===== src/rtl/vend_sequencer.sv =====
// vend_sequencer: vending transaction controller (select, qty, confirm, pay, vend, change).
// Define VEND_TIMEOUT_EN to add the inactivity timeout in SELECT, QTY, CONFIRM and PAY.
module vend_sequencer #(
    parameter int          MAX_QTY     = 3,
    parameter logic [23:0] TIMEOUT_CYC = 24'd5_000_000
) (
    input  logic       clk,
    input  logic       reset,
    input  logic       key_valid,
    input  logic [3:0] key_code,
    input  logic       vend_ack,
    input  logic       coin_ack,
    output logic       vend_req,
    output logic [2:0] prod_id,
    output logic [1:0] qty,
    output logic       coin_req,
    output logic [3:0] coin_val,
    output logic [7:0] disp_value,
    output logic [2:0] disp_state,
    output logic       timeout_o
);

    typedef enum logic [2:0] {
        IDLE    = 3'd0,
        SELECT  = 3'd1,
        QTY     = 3'd2,
        CONFIRM = 3'd3,
        PAY     = 3'd4,
        VEND    = 3'd5,
        CHANGE  = 3'd6
    } state_t;

    localparam logic [3:0] K_OK      = 4'hF;
    localparam logic [3:0] K_CONFIRM = 4'hE;
    localparam logic [3:0] K_CANCEL  = 4'hC;

    state_t     state;
    state_t     state_n;
    logic [7:0] price;
    logic [7:0] price_n;
    logic [7:0] total;
    logic [7:0] total_n;
    logic [7:0] credit;
    logic [7:0] credit_n;
    logic [7:0] change;
    logic [7:0] change_n;
    logic [2:0] prod_n;
    logic [1:0] qty_n;
    logic       gap;
    logic       gap_n;
    logic       timeout;
    logic       pay_out;
    logic       prod_key;
    logic       qty_key;
    logic [3:0] coin_in;

    function automatic logic [7:0] price_of(input logic [3:0] k);
        logic [7:0] p;
        case (k)
            4'd1:    p = 8'd6;
            4'd2:    p = 8'd10;
            4'd3:    p = 8'd5;
            4'd4:    p = 8'd2;
            4'd5:    p = 8'd1;
            default: p = 8'd0;
        endcase
        return p;
    endfunction

    function automatic logic [3:0] coin_amt(input logic [3:0] k);
        logic [3:0] a;
        case (k)
            4'h8:    a = 4'd1;
            4'h9:    a = 4'd5;
            4'hA:    a = 4'd10;
            default: a = 4'd0;
        endcase
        return a;
    endfunction

    // Largest coin that still fits in the remaining change.
    function automatic logic [3:0] coin_of(input logic [7:0] c);
        logic [3:0] v;
        if (c >= 8'd10) begin
            v = 4'd10;
        end else if (c >= 8'd5) begin
            v = 4'd5;
        end else begin
            v = 4'd1;
        end
        return v;
    endfunction

    function automatic logic [7:0] sat_add(input logic [7:0] a, input logic [3:0] b);
        logic [8:0] s;
        s = {1'b0, a} + {5'd0, b};
        return s[8] ? 8'hFF : s[7:0];
    endfunction

    assign prod_key = (key_code >= 4'd1) && (key_code <= 4'd5);
    assign qty_key  = (key_code != 4'd0) && (int'(key_code) <= MAX_QTY);
    assign coin_in  = coin_amt(key_code);

`ifdef VEND_TIMEOUT_EN
    logic [23:0] idle_cnt;
    logic        timed;

    assign timed   = (state == SELECT) || (state == QTY) ||
                     (state == CONFIRM) || (state == PAY);
    assign timeout = timed && !key_valid &&
                     (idle_cnt == TIMEOUT_CYC - 24'd1);

    always_ff @(posedge clk) begin
        if (reset) begin
            idle_cnt <= '0;
        end else if (key_valid || (state_n != state)) begin
            idle_cnt <= '0;
        end else if (timed) begin
            idle_cnt <= idle_cnt + 24'd1;
        end
    end
`else
    logic unused_timeout_cfg;
    assign unused_timeout_cfg = ^TIMEOUT_CYC;
    assign timeout = 1'b0;
`endif

    always_comb begin
        state_n  = state;
        price_n  = price;
        prod_n   = prod_id;
        qty_n    = qty;
        total_n  = total;
        credit_n = credit;
        change_n = change;
        gap_n    = gap;
        case (state)
            IDLE: begin
                if (key_valid && key_code == K_OK) begin
                    state_n = SELECT;
                    price_n = 8'd0;
                    prod_n  = 3'd0;
                    qty_n   = 2'd0;
                    total_n = 8'd0;
                end
            end
            SELECT: begin
                if (key_valid) begin
                    if (prod_key) begin
                        prod_n  = key_code[2:0];
                        price_n = price_of(key_code);
                        qty_n   = 2'd1;
                        state_n = QTY;
                    end else if (key_code == K_CANCEL) begin
                        state_n = IDLE;
                    end
                end
            end
            QTY: begin
                if (key_valid) begin
                    if (qty_key) begin
                        qty_n = key_code[1:0];
                    end else if (key_code == K_OK) begin
                        total_n = price * {6'd0, qty};
                        state_n = CONFIRM;
                    end else if (key_code == K_CANCEL) begin
                        state_n = IDLE;
                    end
                end
            end
            CONFIRM: begin
                if (key_valid) begin
                    if (key_code == K_CONFIRM) begin
                        credit_n = 8'd0;
                        state_n  = PAY;
                    end else if (key_code == K_CANCEL) begin
                        state_n = IDLE;
                    end
                end
            end
            PAY: begin
                if (key_valid) begin
                    unique case (1'b1)
                        coin_in != 4'd0: credit_n = sat_add(credit, coin_in);
                        key_code == K_OK: begin
                            if (credit >= total) begin
                                state_n = VEND;
                            end
                        end
                        key_code == K_CANCEL: begin
                            change_n = credit;
                            gap_n    = 1'b0;
                            state_n  = CHANGE;
                        end
                        default: ;
                    endcase
                end
            end
            VEND: begin
                if (vend_ack) begin
                    change_n = credit - total;
                    gap_n    = 1'b0;
                    state_n  = CHANGE;
                end
            end
            CHANGE: begin
                if (change == 8'd0) begin
                    state_n = IDLE;
                end else if (gap) begin
                    gap_n = 1'b0;
                end else if (coin_ack) begin
                    change_n = change - {4'd0, coin_of(change)};
                    gap_n    = 1'b1;
                end
            end
            default: state_n = IDLE;
        endcase
        // An expired PAY refunds whatever was inserted; other states just abandon.
        if (timeout) begin
            if (state == PAY) begin
                change_n = credit;
                gap_n    = 1'b0;
                state_n  = CHANGE;
            end else begin
                state_n = IDLE;
            end
        end
    end

    assign pay_out = (state_n == CHANGE) && !gap_n && (change_n != 8'd0);

    always_ff @(posedge clk) begin
        if (reset) begin
            state      <= IDLE;
            price      <= 8'd0;
            total      <= 8'd0;
            credit     <= 8'd0;
            change     <= 8'd0;
            gap        <= 1'b0;
            prod_id    <= 3'd0;
            qty        <= 2'd0;
            vend_req   <= 1'b0;
            coin_req   <= 1'b0;
            coin_val   <= 4'd0;
            disp_value <= 8'd0;
            disp_state <= 3'd0;
            timeout_o  <= 1'b0;
        end else begin
            state      <= state_n;
            price      <= price_n;
            total      <= total_n;
            credit     <= credit_n;
            change     <= change_n;
            gap        <= gap_n;
            prod_id    <= prod_n;
            qty        <= qty_n;
            vend_req   <= (state_n == VEND);
            coin_req   <= pay_out;
            coin_val   <= pay_out ? coin_of(change_n) : 4'd0;
            disp_state <= state_n;
            timeout_o  <= timeout;
            case (state_n)
                SELECT:        disp_value <= price_n;
                QTY:           disp_value <= {6'd0, qty_n};
                CONFIRM, VEND: disp_value <= total_n;
                PAY:           disp_value <= credit_n;
                CHANGE:        disp_value <= change_n;
                default:       disp_value <= 8'd0;
            endcase
        end
    end

endmodule

===== config.mk =====
export PLATFORM = sky130hd
export DESIGN_NAME = vend_sequencer
export DESIGN_NICKNAME = d
export VERILOG_FILES = /design/src/rtl/vend_sequencer.sv
export SDC_FILE = /design/constraint.sdc
export NUM_CORES = 1
export LEC_CHECK = 0
export ABC_AREA = 0
export CORE_MARGIN = 10
export CORE_UTILIZATION = 35
export CTS_CLUSTER_DIAMETER = 50
export CTS_CLUSTER_SIZE = 30
export DETAILED_ROUTE_END_ITERATION = 8
export SKIP_CTS_REPAIR_TIMING = 1
export SLEW_MARGIN = 20
export SYNTH_ARGS = -nofsm -noshare
export SYNTH_HDL_FRONTEND = slang
export SYNTH_SLANG_ARGS = --single-unit

===== constraint.sdc =====
create_clock -name clk -period 3.8 [get_ports clk]
set_input_delay 0.57 -clock clk [delete_from_list [all_inputs] [get_ports clk]]
set_output_delay 0.57 -clock clk [all_outputs]
set_load 0.02 [all_outputs]

==> reports/results.md <==
| Result | This run | Unit |
|:---|:---|:---|
| Outcome | finished, final reports clean | - |
| Top Family by Delay on Critical Path | simple AND/OR/NAND/NOR gates | - |
| Yosys warns | 0 | - |
| Number of input and output port buffers inserted | 30 | - |
| Pwr Density | 233.6 | mW/mm2 |
| Total overflow reported by the global router | 0 | - |
| Final worst-path cycle share | 87.04 | % |
| Hold Worst Slack | 0.5148 | ns |
| Floorplan Core Area | 0.01089 | mm2 |
| Root buffer selected by CTS | sky130_fd_sc_hd__clkbuf_8 | - |
| Synthesis-stage register bit count | 54 | - |
| IO Pins | 32 | - |
| H-tree levels | 2 | - |
| Worst path buffer plus inverter count | 1 | - |
| First-pass GRT wire length | 19950 | um |
| Part of the Yosys area used for sequential elements | 27.55 | % |
| Average vias per placed instance | 5.921 | - |
| RSZ-0062 raised after global routing | no | - |
| Data arrival time of the critical path | 3.55 | ns |
| Remaining antenna violation count | 0 | - |
| Post-layout net count | 548 | - |
| Area growth syn-to-layout | 15.02 | % |
| Setup violations, final | 0 | - |
| Sum Neg Setup Slack | 0 | ns |
| Crit Path Category | in -> reg | - |
| Filler Cell Count | 1112 | - |
| Clk Latency, worst-skew pair | 0.32 | ns |
| Die height | 125.9 | um |
| Type of the worst min-delay path | reg -> reg | - |
| Final Slew Violations | 0 | - |
| Syn_nets | 523 | - |
| Clock transition at path regs | 0.11 | ns |
| Delay contributed by the slowest stage of the critical path | 0.60 | ns |
| Async S/R FF share, synth | 0 | % |
| Cells along the critical path | clkdlybuf4s50_1, nand4b_1, nor3_2, o21ai_1, a221o_1, a211oi_1, nand2_1, or3_1, nor4b_2 | - |
| Largest family of logic cells by synthesized area | simple AND/OR/NAND/NOR gates | - |
| 1st-pass router iterations | 5 | - |
| Final Critical Period | 3.308 | ns |
| Drc violations | 0 | - |
| Post-detailed-route wirelength per cell | 18.56 | um |
| Pin count of the biggest net entering global routing | 40 | - |
| Number of flops mapped to enable cells by yosys | 0 | - |
| Synthesized area | 0.003924 | mm2 |
| Peak VDD IR | 188.9 | uV |
| Worst slew margin relative to its limit | 43.52 | % |
| Leakage power | 0.001746 | uW |
| Number of cells produced by synthesis | 491 | - |
| DRC marker count from the first detailed-route iteration | 368 | - |
| Post-synthesis cell type count | 73 | - |
| DRT Wirelength | 12190 | um |
| Highest achievable clock rate | 0.3023 | GHz |
| Share of layout cells above drive strength 1 | 7.930 | % |
| Via count of the first global-routing pass | 3720 | - |
| Initial antenna violation count | 0 | - |
| Highest net fanout along the worst path | 8 | - |
| Number of violations of the max-capacitance limit | 0 | - |
| Compound-Gate Fraction of Synth Area | 27.07 | % |
| Simple-gate share of the synthesized area | 28.16 | % |
| Mean area per synthesized cell | 7.991 | um2 |
| CTS tree | done | - |
| Fraction of synthesized area in multiplexers | 1.020 | % |
| Number of hold-slack violations in the final timing report | 0 | - |
| HPWL after detailed placement | 9365 | um |
| Buffer levels on the longest clock path | 2 | - |
| Site Rows | 38 | - |
| TritonCTS sink count | 54 | - |
| Category of the worst setup path launch point | primary input | - |
| Initial core utilization | 36.04 | % |
| Dominant synthesized flop cell | sky130_fd_sc_hd__dfxtp_1 | - |
| # diodes | 0 | - |
| Weighted congestion at the end of routability-driven global placement | 0.9201 | - |
| Die outline width | 125.9 | um |
| Commonest cells after routing, fill and taps aside | sky130_fd_sc_hd__dfxtp_1 (54), sky130_fd_sc_hd__nor2_1 (48), sky130_fd_sc_hd__a21oi_1 (34) | - |
| Die ar. | 0.01585 | mm2 |
| Required time at the worst-slack endpoint | 4.04 | ns |
| Overall global routing resource usage | 15.04 | % |
| Post-synthesis xor/xnor area fraction | 3.125 | % |
| Via total after detailed routing | 3890 | - |
| Worst slew pin tran | 0.8441 | ns |
| CTS buffer count | 5 | - |
| Type of element capturing the critical path | register | - |
| Post-synthesis adder-cell area fraction | 7.908 | % |
| Final clock skew | 0.01228 | ns |
| Highest-delay cell along the critical path | sky130_fd_sc_hd__clkdlybuf4s50_1 | - |
| Most frequent standard cell in the layout excluding fill and tap cells | sky130_fd_sc_hd__dfxtp_1 | - |
==> Yosys cell counts (6+ instances only) <==
cell                       number  share of area [%]
sky130_fd_sc_hd__a21o_1         8                1.5
sky130_fd_sc_hd__a21oi_1       34                4.3
sky130_fd_sc_hd__a22o_1         7                1.6
sky130_fd_sc_hd__a22oi_1       13                2.5
sky130_fd_sc_hd__a31oi_1       11                1.8
sky130_fd_sc_hd__a32oi_1        6                1.3
sky130_fd_sc_hd__and2_1        18                2.9
sky130_fd_sc_hd__buf_2          6               0.77
sky130_fd_sc_hd__clkbuf_1      18                1.7
sky130_fd_sc_hd__dfxtp_1       54                 28
sky130_fd_sc_hd__ha_1          20                6.4
sky130_fd_sc_hd__inv_1         22                2.1
sky130_fd_sc_hd__nand2_1       28                2.7
sky130_fd_sc_hd__nand2b_1       7                1.1
sky130_fd_sc_hd__nand3_1        9                1.1
sky130_fd_sc_hd__nor2_1        48                4.6
sky130_fd_sc_hd__nor2b_1       26                4.1
sky130_fd_sc_hd__nor3_1        13                1.7
sky130_fd_sc_hd__o21ai_0       16                2.0
sky130_fd_sc_hd__or3_1          6               0.96
sky130_fd_sc_hd__or4_1          6                1.1
sky130_fd_sc_hd__xnor2_1        7                1.6
sky130_fd_sc_hd__xor2_1         7                1.6
==> state kept, by name, summed over array words and instances (netlist names) <==
register / flops
state: 3
change: 8
credit: 8
disp_value: 8
price: 8
total: 8
coin_val: 3
prod_id: 3
qty: 2
gap: 1
vend_req: 1
coin_req: 1
==> report_power, final <==
group | total (uW) | internal, uW | switching, uW
Combinational | 66.3 | 24.5 | 41.9
Clock | 420 | 201 | 219
Sequential | 568 | 566 | 1.40
==> area by class of cell <==
class	count	area [um2]	share of cell area (%)
Sequential cell	54	1081	23.95
Clock inverter	3	48.80	1.081
Inverter	22	82.58	1.830
Tap cell	140	175.2	3.881
Timing Repair Buffer	45	412.9	9.149
Clock buffer	5	68.82	1.525
Multi-Input combinational cell	388	2644	58.58
==> kinds of logic (layout without fill, tap and decap cells) <==
kind of cell | after synthesis | count (layout)
simple gates | 197 | 197
compound gates | 149 | 149
flops | 54 | 54
buf+inv | 49 | 75
fa+ha+maj | 23 | 23
xor+xnor | 14 | 14
mux | 4 | 4
other cells | 1 | 1
==> layer usage <==
layer | GRT usage [%] | vias to the layer above | routed length, um
li1 | - | 1869 | -
met1 | 19.00 | 1841 | 5220
met2 | 25.16 | 161 | 5733
met3 | 3.062 | 19 | 974
met4 | 4.421 | 0 | 263
met5 | 0 | - | 0
==> per-stage QoR <==
stage,instance area [um2],setup slack [ns],power (uW),util (%),cells
after floorplan,3924,0.6168,620.3,-,491
after global placement,4395,0.2601,645.3,40.37,649
after detailed placement,4395,0.1967,645.7,40.37,649
after CTS,4513,0.5339,1066,41.45,657
after global routing,4513,0.2198,1086,41.45,657
final,4513,0.4924,1054,41.45,657
==> path summary, 6_finish.rpt <==
kind / start / to / slack (ns) / depth (start not counted)
worst max-delay path: key_valid / coin_val[0] / 0.49 / 9
worst min-delay path: prod_id[2] / prod_id[2] / 0.51 / 2
worst max register to register: change[3] / coin_val[0] / 0.50 / 12
worst min register to register: prod_id[2] / prod_id[2] / 0.51 / 2
==> worst register-to-register path, stage by stage, from the launching register on <==
cell	delay, ns
sky130_fd_sc_hd__dfxtp_1	0.60
sky130_fd_sc_hd__inv_1	0.18
sky130_fd_sc_hd__nor3_1	0.15
sky130_fd_sc_hd__o21ai_0	0.13
sky130_fd_sc_hd__ha_1	0.42
sky130_fd_sc_hd__nand3b_1	0.12
sky130_fd_sc_hd__a22oi_2	0.21
sky130_fd_sc_hd__a21oi_1	0.09
sky130_fd_sc_hd__a32o_1	0.30
sky130_fd_sc_hd__a211oi_2	0.31
sky130_fd_sc_hd__nand2_1	0.11
sky130_fd_sc_hd__or3_1	0.40
sky130_fd_sc_hd__nor4b_2	0.21
(Power assumes the default switching activity.)
